File: config.mk
export PLATFORM = sky130hd
export DESIGN_NAME = load_issue_unit
export DESIGN_NICKNAME = d
export VERILOG_FILES = /design/src/rtl/load_issue_unit.sv
export SDC_FILE = /design/constraint.sdc
export NUM_CORES = 1
export LEC_CHECK = 0
export CAP_MARGIN = 0
export CORE_AREA = 2 2 519 521
export DETAILED_ROUTE_END_ITERATION = 10
export DIE_AREA = 0 0 521 523
export PLACE_DENSITY = 0.3
export RECOVER_POWER = 25
export SETUP_SLACK_MARGIN = 0.4
export SLEW_MARGIN = 15
export SYNTH_ARGS = -nofsm -noshare
export SYNTH_HDL_FRONTEND = slang
export SYNTH_SLANG_ARGS = --single-unit
File: constraint.sdc
create_clock -name clk -period 5.49 [get_ports clk]
set_clock_uncertainty 0.05 [all_clocks]
set_input_delay 1.098 -clock clk [delete_from_list [all_inputs] [get_ports clk]]
set_output_delay 1.098 -clock clk [all_outputs]
set_load 0.02 [all_outputs]
File: src/rtl/load_issue_unit.sv
// load_issue_unit: picks the oldest ready load from the load queue, issues it to memory, returns its data.
// Also holds lsu_pkg, which defines the load queue entry shared with the queue.
package lsu_pkg;
  parameter int XLEN = 32;
  parameter int ROB_TAG_WIDTH = 32;
  typedef struct packed {
    logic                     valid;
    logic                     address_valid;
    logic                     executed;
    logic                     committed;
    logic                     order_fail;
    logic [XLEN-1:0]          address;
    logic [ROB_TAG_WIDTH-1:0] rob_tag;
  } load_queue_entry;
endpackage

module load_issue_unit
  import lsu_pkg::*;
#(
  parameter int XLEN = lsu_pkg::XLEN,
  parameter int ROB_TAG_WIDTH = lsu_pkg::ROB_TAG_WIDTH,
  parameter int LDQ_SIZE = 16
) (
  input  logic                       clk,
  input  logic                       reset,
  input  load_queue_entry            load_queue_entries [LDQ_SIZE],
  input  logic [$clog2(LDQ_SIZE)-1:0] head,
  input  logic                       flush,
  output logic                       mem_req_valid,
  input  logic                       mem_req_ready,
  output logic [XLEN-1:0]            mem_req_addr,
  output logic [ROB_TAG_WIDTH-1:0]   mem_req_tag,
  input  logic                       mem_resp_valid,
  input  logic [ROB_TAG_WIDTH-1:0]   mem_resp_tag,
  input  logic [XLEN-1:0]            mem_resp_data,
  output logic                       load_executed,
  output logic [ROB_TAG_WIDTH-1:0]   load_executed_rob_tag,
  output logic                       load_succeeded,
  output logic [ROB_TAG_WIDTH-1:0]   load_succeeded_rob_tag,
  output logic [XLEN-1:0]            load_result_data,
  output logic                       busy
);
  localparam int IW = $clog2(LDQ_SIZE);
  typedef enum logic [1:0] {IDLE, REQ, WAIT, DRAIN} state_t;
  state_t state_q, state_d;
  logic [XLEN-1:0] addr_q, addr_d, data_q, data_d;
  logic [ROB_TAG_WIDTH-1:0] tag_q, tag_d, succ_tag_q, succ_tag_d;
  logic succ_q, succ_d;
  logic sel_found;
  logic [IW-1:0] sel_idx, idx;
  logic hs, resp_hit;
  function automatic logic eligible(input load_queue_entry e);
    return e.valid && e.address_valid && !e.executed && !e.committed && !e.order_fail;
  endfunction
  // Circular scan from head: the first eligible entry is the oldest.
  always_comb begin
    sel_found = 1'b0;
    sel_idx = '0;
    idx = '0;
    for (int i = 0; i < LDQ_SIZE; i++) begin
      idx = head + IW'(i);
      if (!sel_found && eligible(load_queue_entries[idx])) begin
        sel_found = 1'b1;
        sel_idx = idx;
      end
    end
  end
  assign hs = state_q == REQ && mem_req_ready;
  assign resp_hit = mem_resp_valid && mem_resp_tag == tag_q;
  always_comb begin
    state_d = state_q;
    addr_d = addr_q;
    tag_d = tag_q;
    succ_d = 1'b0;
    succ_tag_d = succ_tag_q;
    data_d = data_q;
    unique case (state_q)
      IDLE: if (sel_found && !flush) begin
        state_d = REQ;
        addr_d = load_queue_entries[sel_idx].address;
        tag_d = load_queue_entries[sel_idx].rob_tag;
      end
      REQ: state_d = mem_req_ready ? (flush ? DRAIN : WAIT) : (flush ? IDLE : REQ);
      WAIT: begin
        state_d = resp_hit ? IDLE : flush ? DRAIN : WAIT;
        succ_d = resp_hit && !flush;
        succ_tag_d = succ_d ? tag_q : succ_tag_q;
        data_d = succ_d ? mem_resp_data : data_q;
      end
      DRAIN: state_d = resp_hit ? IDLE : DRAIN;
      default: state_d = IDLE;
    endcase
  end
  always_ff @(posedge clk or posedge reset) begin
    if (reset) begin
      state_q <= IDLE;
      addr_q <= '0;
      tag_q <= '0;
      succ_q <= 1'b0;
      succ_tag_q <= '0;
      data_q <= '0;
    end else begin
      state_q <= state_d;
      addr_q <= addr_d;
      tag_q <= tag_d;
      succ_q <= succ_d;
      succ_tag_q <= succ_tag_d;
      data_q <= data_d;
    end
  end
  assign mem_req_valid = state_q == REQ;
  assign mem_req_addr = addr_q;
  assign mem_req_tag = tag_q;
  assign load_executed = hs;
  assign load_executed_rob_tag = hs ? tag_q : '0;
  assign load_succeeded = succ_q;
  assign load_succeeded_rob_tag = succ_tag_q;
  assign load_result_data = data_q;
  assign busy = state_q != IDLE;
endmodule

==> metrics.md, run 1 <==
| Metric | Value |
|---|---|
| Result of the run | `finished with violations` |
| Violations in the final reports | `max-capacitance violations, max-slew violations` |
| DR vias | `26340` |
| Count of final max-slew check failures | `62` |
| Routed wire length | `235300 um` |
| Post-layout net count | `5180` |
| H-tree depth | `4` |
| Maximum net fanout on the critical path | `7` |
| Largest area contributor in the synthesized netlist | `sky130_fd_sc_hd__mux2i_1` |
| Number of buffers created by CTS | `17` |
| Number of core rows | `190` |
| Fin Setup TNS | `0 ns` |
| Cell area after layout | `44970 um^2` |
| Maximum clock frequency | `189.9 MHz` |
| Most instantiated flip-flop cell in the synthesis netlist | `sky130_fd_sc_hd__dfrtp_1` |
| Share of synthesized cell area in full adder, half adder and majority cells | `0.004817` |
| Wire length of the first global-routing pass | `288300 um` |
| Synthesized cell area | `18180 um^2` |
| Maximum number of pins on one net before global-route repair | `71` |
| Top post-synthesis cells by area | `sky130_fd_sc_hd__mux2i_1 21%, sky130_fd_sc_hd__dfrtp_1 18%, sky130_fd_sc_hd__mux2_1 7.4%` |
| CTS tree | `done` |
| Global-route usage over all layers | `0.1642` |
| Leakage dissipation | `17.67 nW` |
| Worst skew pair latency | `0.55 ns` |
| # clock sinks | `131` |
| Headroom to the max-slew limit | `-1.610` |
| Final setup violating endpoints | `0` |
| Setup repair after global routing missed its margin | `yes` |
| Synthesized instance count | `2128` |
| Post-synthesis net count | `3312` |
| Post-route minimum period | `5.266 ns` |
| Post-route antenna net violation count | `0` |
| Complex-gate fraction of the synthesized area | `0.1944` |
| DRT iter0 DRCs | `1586` |
| Chip height | `523 um` |
| Hold WC Path Type | `flop to flop` |
| Warnings from Yosys | `0` |
| Initial standard-cell utilization of the core | `0.06811` |
| Post-synth EDFFs | `0` |
| Placer Congestion | `0.8739` |
| First drt pass iteration count | `7` |
| MaxCap Viol Count | `1` |
| Endpoints failing hold | `0` |
| DRC violation count after routing | `0` |
| HPWL after detailed placement | `205600 um` |
| Core area | `267000 um^2` |
| Number of cells in the finished layout apart from fillers | `7623` |
| Number of instances in the placed design | `7381` |
| Via-to-Cell Ratio | `3.455` |
| Initial antenna violation count | `218` |
| Clock transition at the register clock pins on the worst setup and hold paths after CTS | `0.07 ns` |
| Power density over cell area | `313.8 nW/um^2` |
| Worst Setup Start Kind | `primary input` |
| Area after detailed placement | `39560 um^2` |
| Layout area overhead | `147.3%` |
| Ports placed on the boundary | `1341` |
| Die outline width | `521 um` |
| Synth Area in XOR/XNOR | `0.02305` |
| Transition time at the pin with the least slew margin | `3.916 ns` |
| Cell chosen for the clock root | `sky130_fd_sc_hd__clkbuf_16` |
| Post-route fraction of the period consumed by the critical path | `0.9592` |
| Endpoint kind of the worst setup timing path | `flop` |
| Synthesized flop and latch total | `131` |
| Number of distinct library cell variants in the gate-level netlist after synthesis | `97` |
| CP Class | `primary input to flop` |
| Wire per inst | `30.87 um` |
| Post-synthesis area per instance | `8.545 um^2` |
| Buffer levels on the longest clock path | `2` |
| Simple-gate share of the synthesized area | `0.1576` |
| Dominant combinational cell family by area after synthesis | `multiplexers` |
| Die area | `272500 um^2` |
| Cts-stage hold buffer count | `0` |
| Number of input and output port buffers inserted | `1340` |
| Required time of the worst setup path | `5.89 ns` |
| GRT Residual Overflow | `0` |
| Area share of the largest cell type after synthesis | `0.2086` |
| Mux cell area share after synthesis | `0.3684` |
| Via count of the first global-routing pass | `26930` |
| Fraction of synthesis flops using an asynchronous set or reset pin | `1.000` |
| Arrival time at the worst endpoint | `5.66 ns` |
| Fraction of layout cells with a size suffix above 1 | `0.3148` |
| Peak supply drop | `0.2358 mV` |
| Sequential share of the synthesized area | `0.1803` |
==> layout make-up <==
class                   count  area, um^2
clock inverters            13       173.9
clock buffers              19       432.9
flip-flops and latches    131        3278
diodes                     62       155.1
repair buffers           2038       20440
inverters                  11       60.06
well taps                3552        4444
fillers                 29920      222000
multi-input cells        1797       15990
==> state kept, by name, summed over array words and instances (netlist names) <==
signal and cells:
load_result_data 32, load_succeeded_rob_tag 32, mem_req_addr 32, mem_req_tag 32, state_q 2, load_succeeded 1
==> kinds of logic after synthesis <==
kind of cell / after synthesis
compound gates: 517
xor+xnor: 47
simple gates: 601
buf+inv: 200
flops: 131
fa+ha+maj: 7
mux: 625
==> cells in the mapped netlist, drive strengths merged (5+ instances only) <==
master  number
mux4        12
a22oi       86
nor2       107
nor4b       13
dfrtp      131
buf        134
and3        34
o311ai       7
a32oi       61
nor3        27
mux2i      379
a211oi      10
a21oi       26
xnor2       15
nand4        6
inv          7
nor3b       10
nor2b       11
and3b        8
o32ai        6
nor4bb       7
ha           7
a31oi       67
xor2        32
o21ai      181
nor4        16
nand3        7
nand2b       9
or2          9
and2        15
nand3b       7
nand2      301
o31ai        5
clkbuf      55
a32o         6
mux2       234
==> placed cells by master (no fill, tap or decap), types with 12 or more instances in the layout <==
cell type and instances:
sky130_fd_sc_hd__clkdlybuf4s50_1 1259, sky130_fd_sc_hd__buf_6 87, sky130_fd_sc_hd__dlygate4sd2_1 55, sky130_fd_sc_hd__dfrtp_1 131, sky130_fd_sc_hd__xor2_1 29, sky130_fd_sc_hd__mux2_1 91, sky130_fd_sc_hd__buf_4 492, sky130_fd_sc_hd__nand2_1 269
sky130_fd_sc_hd__buf_16 19, sky130_fd_sc_hd__mux2_4 28, sky130_fd_sc_hd__mux2i_2 34, sky130_fd_sc_hd__diode_2 62, sky130_fd_sc_hd__nor3_1 21, sky130_fd_sc_hd__and3_1 33, sky130_fd_sc_hd__mux4_2 12, sky130_fd_sc_hd__o21ai_1 65
sky130_fd_sc_hd__a32oi_2 19, sky130_fd_sc_hd__a31oi_1 59, sky130_fd_sc_hd__a32oi_1 39, sky130_fd_sc_hd__mux2i_1 306, sky130_fd_sc_hd__o21ai_2 35, sky130_fd_sc_hd__mux2i_4 39, sky130_fd_sc_hd__o21ai_0 65, sky130_fd_sc_hd__a22oi_1 52
sky130_fd_sc_hd__nor2_1 101, sky130_fd_sc_hd__a21oi_1 18, sky130_fd_sc_hd__buf_8 27, sky130_fd_sc_hd__a22oi_2 33, sky130_fd_sc_hd__buf_2 12, sky130_fd_sc_hd__o21ai_4 16, sky130_fd_sc_hd__mux2_2 115, sky130_fd_sc_hd__clkbuf_16 28
sky130_fd_sc_hd__nand2_2 25, sky130_fd_sc_hd__buf_12 65
==> metrics by stage <==
stage / setup WS [ns] / utilization / hold slack [ns] / power [W]
global placement: -1.481 / 0.1482 / 0.4409 / 0.01090
floorplan: 0.4016 / - / 0.4404 / 0.005170
CTS: 0.3004 / 0.1600 / 0.4598 / 0.01339
detailed placement: -1.459 / 0.1482 / 0.4439 / 0.01088
finish: 0.2240 / 0.1684 / 0.4551 / 0.01411
global route: 0.1614 / 0.1681 / 0.4749 / 0.01486
==> worst max-delay path, stage by stage <==
cell and delay [ns]:
sky130_fd_sc_hd__buf_12 0.09, sky130_fd_sc_hd__inv_6 0.03, sky130_fd_sc_hd__ha_4 0.29, sky130_fd_sc_hd__buf_6 0.13, sky130_fd_sc_hd__and2_4 0.15, sky130_fd_sc_hd__a32o_2 0.24
sky130_fd_sc_hd__o31ai_4 0.33, sky130_fd_sc_hd__mux4_2 0.38, sky130_fd_sc_hd__nand3b_4 0.10, sky130_fd_sc_hd__or3_4 0.42, sky130_fd_sc_hd__buf_6 0.15, sky130_fd_sc_hd__o21a_4 0.20
sky130_fd_sc_hd__a32o_4 0.33, sky130_fd_sc_hd__buf_12 0.16, sky130_fd_sc_hd__buf_16 0.16, sky130_fd_sc_hd__buf_4 0.17, sky130_fd_sc_hd__mux2i_1 0.13, sky130_fd_sc_hd__buf_4 0.16
sky130_fd_sc_hd__o21ai_1 0.40, sky130_fd_sc_hd__a32oi_1 0.13, sky130_fd_sc_hd__buf_4 0.17, sky130_fd_sc_hd__a31oi_1 0.17
==> worst paths after layout <==
path | start | end | slack (ns) | depth (start not counted)
max in group asynchronous | reset | mem_req_addr[15] | 0.85 | 2
setup / recovery | head[0] | mem_req_tag[11] | 0.22 | 22
hold / removal | load_succeeded_rob_tag[4] | load_succeeded_rob_tag[4] | 0.46 | 1
hold reg to reg | load_succeeded_rob_tag[4] | load_succeeded_rob_tag[4] | 0.46 | 1
min in group asynchronous | reset | mem_req_tag[29] | 2.22 | 2
setup reg to reg | mem_req_tag[31] | load_result_data[1] | 0.90 | 12
==> what timing repair did <==
item | in CTS | in global routing
gates resized for setup | 513 | 372
endpoints found under the hold margin | 0 | 0
endpoints found under the setup margin | 64 | 64
cloned | 8 | 11
pin swaps | 73 | 125
buffers inserted | 85 | 44
==> layer usage <==
metal  share of wire  track usage  vias to the layer above
li1                -            -                    11910
met1            0.41       0.1925                    12610
met2            0.47       0.2682                     1367
met3           0.097      0.07350                      331
met4           0.026      0.04810                      118
met5          0.0032            0                        -
==> power by group <==
part / internal (W) / switching [W] / total [W] / leakage (nW)
registers: 0.00120 / 0.000628 / 0.00183 / 1.66
clock network: 0.000723 / 0.000682 / 0.00140 / 0.286
logic: 0.00523 / 0.00564 / 0.0109 / 15.7
(Power assumes the default switching activity.)
==> run 2, diff against run 1 <==
Settings changed: SKIP_LAST_GASP set to 1.
==> results of run 2 <==
No change in the layout: final DEF, timing and power equal those of run 1.
